File: config.mk
export PLATFORM = sky130hd
export DESIGN_NAME = mc_control_fsm
export DESIGN_NICKNAME = d
export VERILOG_FILES = /design/src/rtl/cpu_defs.sv /design/src/rtl/mem_wait_timer.sv /design/src/rtl/mc_control_fsm.sv
export SDC_FILE = /design/constraint.sdc
export NUM_CORES = 1
export LEC_CHECK = 0
export ABC_AREA = 1
export ABC_CLOCK_PERIOD_IN_PS = 2200
export CAP_MARGIN = 20
export CORE_MARGIN = 3
export CORE_UTILIZATION = 46
export CTS_BUF_LIST = sky130_fd_sc_hd__clkbuf_4
export DETAILED_ROUTE_END_ITERATION = 10
export HOLD_SLACK_MARGIN = 0.03
export PLACE_DENSITY = 0.93
export SLEW_MARGIN = 30
export SYNTH_ARGS = -nofsm -noshare
export SYNTH_HDL_FRONTEND = slang
export SYNTH_HIERARCHICAL = 1
export SYNTH_SLANG_ARGS = --single-unit
File: constraint.sdc
create_clock -name Clk -period 2.2 [get_ports Clk]
set_clock_uncertainty 0.05 [all_clocks]
set_input_delay 0.66 -clock Clk [delete_from_list [all_inputs] [get_ports Clk]]
set_output_delay 0.66 -clock Clk [all_outputs]
set_load 0.1 [all_outputs]
File: src/rtl/cpu_defs.sv
// Shared definitions for the multi-cycle CPU control path: opcodes,
// datapath mux encodings, fault codes and the control FSM state enum.
package cpu_defs;

    // Opcode field IR[31:26]
    localparam logic [5:0] OP_RTYPE = 6'b000000;
    localparam logic [5:0] OP_LW    = 6'b100011;
    localparam logic [5:0] OP_SW    = 6'b101011;
    localparam logic [5:0] OP_ADDI  = 6'b001000;
    localparam logic [5:0] OP_BEQ   = 6'b000100;
    localparam logic [5:0] OP_J     = 6'b000010;

    // ALU B-operand mux select
    localparam logic [1:0] SRCB_DATAB = 2'b00;
    localparam logic [1:0] SRCB_CONST = 2'b01;
    localparam logic [1:0] SRCB_IMM   = 2'b10;

    // ALU operation class
    localparam logic [1:0] ALUOP_ADD   = 2'b00;
    localparam logic [1:0] ALUOP_SUB   = 2'b01;
    localparam logic [1:0] ALUOP_FUNCT = 2'b10;

    // Next-PC source select
    localparam logic [1:0] PCSRC_ALU    = 2'b00;
    localparam logic [1:0] PCSRC_ALUOUT = 2'b01;
    localparam logic [1:0] PCSRC_JUMP   = 2'b10;

    // Sticky fault codes
    localparam logic [1:0] FAULT_NONE    = 2'b00;
    localparam logic [1:0] FAULT_ILLEGAL = 2'b01;
    localparam logic [1:0] FAULT_TIMEOUT = 2'b10;

    typedef enum logic [3:0] {
        ST_IDLE     = 4'd0,
        ST_FETCH    = 4'd1,
        ST_DECODE   = 4'd2,
        ST_MEM_ADDR = 4'd3,
        ST_MEM_RD   = 4'd4,
        ST_MEM_WR   = 4'd5,
        ST_WB_MEM   = 4'd6,
        ST_EXEC_R   = 4'd7,
        ST_EXEC_I   = 4'd8,
        ST_WB_R     = 4'd9,
        ST_WB_I     = 4'd10,
        ST_BRANCH   = 4'd11,
        ST_JUMP     = 4'd12,
        ST_FAULT    = 4'd13
    } ctrlStateE;

    // States that hold a memory request open until MemReady
    function automatic logic isMemState(input ctrlStateE s);
        return (s == ST_FETCH) || (s == ST_MEM_RD) || (s == ST_MEM_WR);
    endfunction

endpackage

File: src/rtl/mem_wait_timer.sv
// Counts consecutive memory wait cycles and flags the cycle in which the
// wait budget is exhausted. MEM_TIMEOUT must be at least 1.
module mem_wait_timer #(
    parameter int MEM_TIMEOUT = 16
) (
    input  logic Clk,
    input  logic Rst_n,
    input  logic waitCycle,   // in a memory state with MemReady low
    output logic timeout
);

    localparam int CW = $clog2(MEM_TIMEOUT + 1);
    localparam logic [CW-1:0] LAST_WAIT = CW'(MEM_TIMEOUT - 1);

    logic [CW-1:0] waitCount;

    // Every memory state is left as soon as MemReady is seen, so clearing on
    // any non-wait cycle restarts the count on each new memory state entry.
    always_ff @(posedge Clk or negedge Rst_n) begin
        if (!Rst_n) begin
            waitCount <= '0;
        end else if (waitCycle) begin
            waitCount <= waitCount + 1'b1;
        end else begin
            waitCount <= '0;
        end
    end

    // This wait cycle is the MEM_TIMEOUT-th one; MemReady high never times out
    assign timeout = waitCycle && (waitCount == LAST_WAIT);

endmodule

File: src/rtl/mc_control_fsm.sv
// Multi-cycle main control FSM. Moore-style decode of datapath strobes from
// the state register, with FETCH PCWrite/IRWrite and MEM_WR Retire qualified
// by MemReady. Memory states that stall too long trap to a sticky FAULT.
//
// Memory handshake: the control path is the requester and MemReady is the
// only response. The request strobes (MemRead/MemWrite) are held in every
// cycle of a memory state; the access completes in the cycle MemReady=1 is
// sampled, and the FSM leaves the memory state on that edge.
module mc_control_fsm
    import cpu_defs::*;
#(
    parameter int MEM_TIMEOUT = 16
) (
    input  logic       Clk,
    input  logic       Rst_n,
    input  logic [5:0] Opcode,
    input  logic       MemReady,
    output logic       PCWrite,
    output logic       PCWriteCond,
    output logic       IorD,
    output logic       MemRead,
    output logic       MemWrite,
    output logic       IRWrite,
    output logic       MemtoReg,
    output logic       RegDst,
    output logic       RegWrite,
    output logic       ALUSrcA,
    output logic [1:0] ALUSrcB,
    output logic [1:0] ALUOp,
    output logic [1:0] PCSource,
    output logic       Retire,
    output logic [1:0] Fault,
    output logic [3:0] stateDbg
);

    ctrlStateE  state;
    ctrlStateE  nextState;
    logic [1:0] faultCode;
    logic [1:0] nextFault;
    logic       waitCycle;
    logic       timeout;

    assign waitCycle = isMemState(state) && !MemReady;

    mem_wait_timer #(
        .MEM_TIMEOUT(MEM_TIMEOUT)
    ) uWaitTimer (
        .Clk       (Clk),
        .Rst_n     (Rst_n),
        .waitCycle (waitCycle),
        .timeout   (timeout)
    );

    // State and sticky fault code registers
    always_ff @(posedge Clk or negedge Rst_n) begin
        if (!Rst_n) begin
            state     <= ST_IDLE;
            faultCode <= FAULT_NONE;
        end else begin
            state     <= nextState;
            faultCode <= nextFault;
        end
    end

    // Next-state logic: instruction sequencing, memory stalls and traps
    always_comb begin
        nextState = state;
        nextFault = faultCode;
        case (state)
            ST_IDLE: nextState = ST_FETCH;
            ST_FETCH: begin
                if (MemReady) begin
                    nextState = ST_DECODE;
                end else if (timeout) begin
                    nextState = ST_FAULT;
                    nextFault = FAULT_TIMEOUT;
                end
            end
            ST_DECODE: begin
                case (Opcode)
                    OP_RTYPE:     nextState = ST_EXEC_R;
                    OP_LW, OP_SW: nextState = ST_MEM_ADDR;
                    OP_ADDI:      nextState = ST_EXEC_I;
                    OP_BEQ:       nextState = ST_BRANCH;
                    OP_J:         nextState = ST_JUMP;
                    default: begin
                        nextState = ST_FAULT;
                        nextFault = FAULT_ILLEGAL;
                    end
                endcase
            end
            // Only LW and SW reach address generation
            ST_MEM_ADDR: nextState = (Opcode == OP_LW) ? ST_MEM_RD : ST_MEM_WR;
            ST_MEM_RD: begin
                if (MemReady) begin
                    nextState = ST_WB_MEM;
                end else if (timeout) begin
                    nextState = ST_FAULT;
                    nextFault = FAULT_TIMEOUT;
                end
            end
            ST_MEM_WR: begin
                if (MemReady) begin
                    nextState = ST_FETCH;
                end else if (timeout) begin
                    nextState = ST_FAULT;
                    nextFault = FAULT_TIMEOUT;
                end
            end
            ST_EXEC_R: nextState = ST_WB_R;
            ST_EXEC_I: nextState = ST_WB_I;
            ST_WB_MEM, ST_WB_R, ST_WB_I, ST_BRANCH, ST_JUMP: nextState = ST_FETCH;
            ST_FAULT:  nextState = ST_FAULT;
            default:   nextState = ST_IDLE;
        endcase
    end

    // Output decode from the current state; everything idles low
    always_comb begin
        PCWrite     = 1'b0;
        PCWriteCond = 1'b0;
        IorD        = 1'b0;
        MemRead     = 1'b0;
        MemWrite    = 1'b0;
        IRWrite     = 1'b0;
        MemtoReg    = 1'b0;
        RegDst      = 1'b0;
        RegWrite    = 1'b0;
        ALUSrcA     = 1'b0;
        ALUSrcB     = SRCB_DATAB;
        ALUOp       = ALUOP_ADD;
        PCSource    = PCSRC_ALU;
        Retire      = 1'b0;
        case (state)
            ST_FETCH: begin
                MemRead  = 1'b1;
                IRWrite  = MemReady;
                PCWrite  = MemReady;
                ALUSrcB  = SRCB_CONST;
                ALUOp    = ALUOP_ADD;
                PCSource = PCSRC_ALU;
            end
            ST_DECODE: begin
                ALUSrcB = SRCB_IMM;
                ALUOp   = ALUOP_ADD;
            end
            ST_MEM_ADDR: begin
                ALUSrcA = 1'b1;
                ALUSrcB = SRCB_IMM;
                ALUOp   = ALUOP_ADD;
            end
            ST_MEM_RD: begin
                MemRead = 1'b1;
                IorD    = 1'b1;
            end
            ST_MEM_WR: begin
                MemWrite = 1'b1;
                IorD     = 1'b1;
                Retire   = MemReady;
            end
            ST_WB_MEM: begin
                RegWrite = 1'b1;
                MemtoReg = 1'b1;
                Retire   = 1'b1;
            end
            ST_EXEC_R: begin
                ALUSrcA = 1'b1;
                ALUSrcB = SRCB_DATAB;
                ALUOp   = ALUOP_FUNCT;
            end
            ST_EXEC_I: begin
                ALUSrcA = 1'b1;
                ALUSrcB = SRCB_IMM;
                ALUOp   = ALUOP_ADD;
            end
            ST_WB_R: begin
                RegWrite = 1'b1;
                RegDst   = 1'b1;
                Retire   = 1'b1;
            end
            ST_WB_I: begin
                RegWrite = 1'b1;
                Retire   = 1'b1;
            end
            ST_BRANCH: begin
                ALUSrcA     = 1'b1;
                ALUSrcB     = SRCB_DATAB;
                ALUOp       = ALUOP_SUB;
                PCWriteCond = 1'b1;
                PCSource    = PCSRC_ALUOUT;
                Retire      = 1'b1;
            end
            ST_JUMP: begin
                PCWrite  = 1'b1;
                PCSource = PCSRC_JUMP;
                Retire   = 1'b1;
            end
            default: ;
        endcase
    end

    assign Fault    = faultCode;
    assign stateDbg = state;

endmodule

==> results of run 1 <==
-- cell families after synthesis --
logic type	Yosys count
adder cells (fa/ha/maj)	2
flip-flops	11
AO/OA/AOI/OAI	10
AND/OR/NAND/NOR	91
buffers and inverters	28
-- metrics by stage --
step / utilization, % / cells
3_5_place_dp: 92.3 / 206
2_1_floorplan: - / 142
3_3_place_gp: 92.3 / 206
==> qor.txt, run 1 <==
Mapped Area - 898 µm²
Seq/Total Area, Yosys - 30.6%
Die H - 50.2 µm
Top post-synthesis cells by area - dfrtp_1 (31%), nand2_1 (15%), nor2_1 (10%)
Number of buffers created by CTS - 3
Synth top area share - 30.6%
EDFF count, synth - 0
Primary FF master, synth - dfrtp_1
CTS max path bufs - 2
Setup bufs post-CTS - 9
Post-CTS Hold Fix Bufs - 0
Die Width - 50.2 µm
Synth area leader - dfrtp_1
Gates resized, CTS repair - 14
Commonest cells in the netlist - nand2_1 (37), nor2_1 (24), inv_1 (23)
Synth Area in Compound Gates - 6.96%
Mux cell area share after synthesis - 0%
Clock Tree Root - clkbuf_4
Post-synthesis cell count - 142
Most common cell in the netlist - nand2_1
First Err - [ERROR DPL-0038] Utilization greater than 100%, impossible to legalize
Post-synthesis adder-cell area fraction - 2.79%
Distinct cells, synth - 23
Num rows - 15
Post-Synth Simple-Gate Area - 47.1%
Cell area after placement - 1650 µm²
FFs w/ async S/R, synth - 100%
Pre-CTS setup slack - -0.255 ns
PortBufs - 31
H-Tree Depth - 1
Initial Utilization - 50.4%
Outcome - did not finish
Syn_nets - 153
Routability cong. - 0.813
Ys Warns - 6
Synthesized area per cell - 6.33 µm²
Largest family of logic cells by synthesized area - simple AND/OR/NAND/NOR gates
Stopping stage - clock tree synthesis
XOR/XNOR share of the synthesized area - 0%
DP HPWL - 3.11 mm
Clock sinks - 11
#FFs+latches synth - 11
Ports - 32
==> run 2, diff against run 1 <==
--- a/config.mk
+++ b/config.mk
@@ -8,12 +8,10 @@
 export ABC_AREA = 1
 export ABC_CLOCK_PERIOD_IN_PS = 2200
 export CAP_MARGIN = 20
-export CORE_MARGIN = 3
-export CORE_UTILIZATION = 46
-export CTS_BUF_LIST = sky130_fd_sc_hd__clkbuf_4
+export CORE_AREA = 3 3 64 66
 export DETAILED_ROUTE_END_ITERATION = 10
-export HOLD_SLACK_MARGIN = 0.03
-export PLACE_DENSITY = 0.93
+export DIE_AREA = 0 0 67 69
+export PLACE_DENSITY_LB_ADDON = 0.15
 export SLEW_MARGIN = 30
 export SYNTH_ARGS = -nofsm -noshare
 export SYNTH_HDL_FRONTEND = slang
==> run 2 against run 1 <==
The flow now finishes, with violations (negative setup slack). Area after synthesis did not move. Synthesized cell count unchanged.
==> qor.txt, run 2 <==
Outcome - finished with violations
Violated checks - negative setup slack
DP HPWL - 2.25 mm (-28%)
Mapped Area - 898 µm² (unchanged)
Syn_nets - 153 (unchanged)
Final antenna-violating net count - 0
RSZ-0062 raised after global routing - true
Seq/Total Area, Yosys - 30.6% (unchanged)
Fin. Hold Viols - 0
Primary FF master, synth - dfrtp_1
Most flop-heavy register - uWaitTimer/waitCount
Syn-to-layout area delta - 124%
Number of buffers created by CTS - 3 (unchanged)
Core footprint - 3630 µm²
Initial Utilization - 24.7% (-26 points)
Crit. End Element - output pin
Ys Warns - 6 (unchanged)
Die Width - 67 µm (+33%)
Largest family of logic cells by synthesized area - simple AND/OR/NAND/NOR gates
Clock-pin slew on the worst setup and hold paths - 0.05 ns
Synthesized area per cell - 6.33 µm² (unchanged)
Largest net degree at the start of global routing - 12
CTS max path bufs - 2 (unchanged)
Number of global-route vias before repair - 1155
Most common cell after layout, fill and taps aside - buf_4
PortBufs - 31 (unchanged)
Crit path largest cell delay - 0.52 ns
Synth Area in Compound Gates - 6.96% (unchanged)
Post-synthesis adder-cell area fraction - 2.79% (unchanged)
Commonest cells in the netlist - nand2_1 (37), nor2_1 (24), inv_1 (23)
Ports - 32 (unchanged)
Fill count - 325
Synth area leader - dfrtp_1
#FFs+latches synth - 11 (unchanged)
CTS tree - built
Gr ovfl total - 0
Clock sinks - 11 (unchanged)
Most frequent cells in the layout - buf_4 (28), nand2_1 (25), buf_12 (23), nor2_1 (17), inv_1 (15)
Antenna diodes - 0
Setup violators final - 11
Most used cell, CP - nor2_4
Top post-synthesis cells by area - dfrtp_1 (31%), nand2_1 (15%), nor2_1 (10%)
Critical path's slowest cell - dfrtp_4
Cells along the critical path - buf_6, nor2_4, inv_2, nor2_4, nor2_4, nand2_4, buf_12
Most common cell in the netlist - nand2_1
Worst EP arrival - 1.58 ns
Distinct cells, synth - 23 (unchanged)
# Max-Cap Violations - 0
Mux cell area share after synthesis - 0% (unchanged)
R2R Path End - stateDbg[3]
Pins Over Slew Limit - 0
PnR worst setup slack - -0.0885 ns
Hold depth - 1
Post-placement cell count - 229 (+11%)
DRC violations left - 0
Final #Nets - 222
Worst-Skew Late Latency - 0.24 ns
DRT iter0 DRCs - 47
Hold Crit Endpoint - uWaitTimer/waitCount[0]
Routability cong. - 0.788 (-3.1%)
Post-Synth Simple-Gate Area - 47.1% (unchanged)
Die H - 69 µm (+37%)
Layout cell share with drive strength beyond 1 - 53.3%
Period utilization - 104%
Total Wirelength - 3.13 mm
Worst reg2reg path startpoint - stateDbg[0]
HP Start - uWaitTimer/waitCount[0]
First-pass GRT wire length - 4.93 mm
Clock Tree Root - clkbuf_8
Crit path buf inv count - 3
R2R Setup Slk - 0.05 ns
Via/cell ratio - 4.48
Vias post-DR - 1157
R2R depth - 15
Crit-path leading delay family - flip-flops
Initial antenna violation count - 0
Worst slew pin tran - 0.500 ns
Non-Filler Instances - 258
Hold Path Class - reg -> reg
Flip-flop count of the largest register after layout - 5
XOR/XNOR share of the synthesized area - 0% (unchanged)
Post-CTS Hold Fix Bufs - 0 (unchanged)
H-Tree Depth - 1 (unchanged)
Post-synthesis cell count - 142 (unchanged)
FFs w/ async S/R, synth - 100% (unchanged)
EDFF count, synth - 0 (unchanged)
Worst Path Required - 1.49 ns
Die Area - 4620 µm²
Synth top area share - 30.6% (unchanged)
Crit path max fanout - 6
Drt pass-1 iters - 4
Critical path startpoint category - flop
Wire per inst - 12.1 µm
Min Tclk post-route - 2.29 ns
Num rows - 22 (+7)
Highest achievable clock rate - 0.437 GHz
WS Path Type - reg -> out
Rel. slew slack - 66.6%
Total track usage - 13.3%
run 2: how the worst max path moves through the flow:
stage / from / end / slack [ns] / cells after the start
finish: stateDbg[0] / ALUSrcA / -0.09 / 7
global route: stateDbg[0] / ALUSrcB[1] / -0.15 / 7
CTS: stateDbg[0] / RegWrite / -0.1 / 6
detailed placement: MemReady / stateDbg[0] / -0.13 / 13
global placement: MemReady / Retire / -0.12 / 4
floorplan: stateDbg[1] / IRWrite / -0.54 / 7
run 2: layout make-up:
cell class              count  area [µm²]  area share, %
repair buffers             66         828           41.1
multi-input cells         103         666           33.0
flip-flops and latches     11         290           14.4
inverters                  26         125           6.21
well taps                  48        60.1           2.98
clock buffers               4        45.0           2.24
run 2: what timing repair did:
action	4_1_cts	5_1_grt
setup buffers	18	7
gates resized for setup	17	14
pin swaps	4	10
setup endpoints to repair	7	11
run 2: stage by stage:
step | worst slack, ns | utilization (%) | setup TNS (ns) | area [µm²] | hold WS [ns]
final | -0.0885 | 55.4 | -0.628 | 2010 | 0.437
after global routing | -0.147 | 55.4 | -1.27 | 2010 | 0.464
after CTS | -0.0974 | 52.5 | -0.396 | 1910 | 0.435
after detailed placement | -0.125 | 46.1 | -0.714 | 1670 | 0.428
after global placement | -0.116 | 46.1 | -0.444 | 1670 | 0.419
after floorplan | -0.544 | - | -3.45 | 1030 | 0.314
run 2: per-layer routing:
metal  wire, µm  vias to the layer above  global-route usage, %
met3        131                        6                   1.95
li1           -                      581                      -
met4         68                        0                   4.28
met2       1710                       30                   24.7
met5          0                        -                      0
met1       1220                      540                   14.9
run 2: cell families after synthesis:
| family | Yosys count |
|---|---|
| compound gates | 10 |
| fa+ha+maj | 2 |
| buf+inv | 28 |
| flops | 11 |
| simple gates | 91 |
Power of run 2 is left out: the tool's default activity adds up to more than one toggle a clock period on the data nets, which glitch-free logic cannot reach.
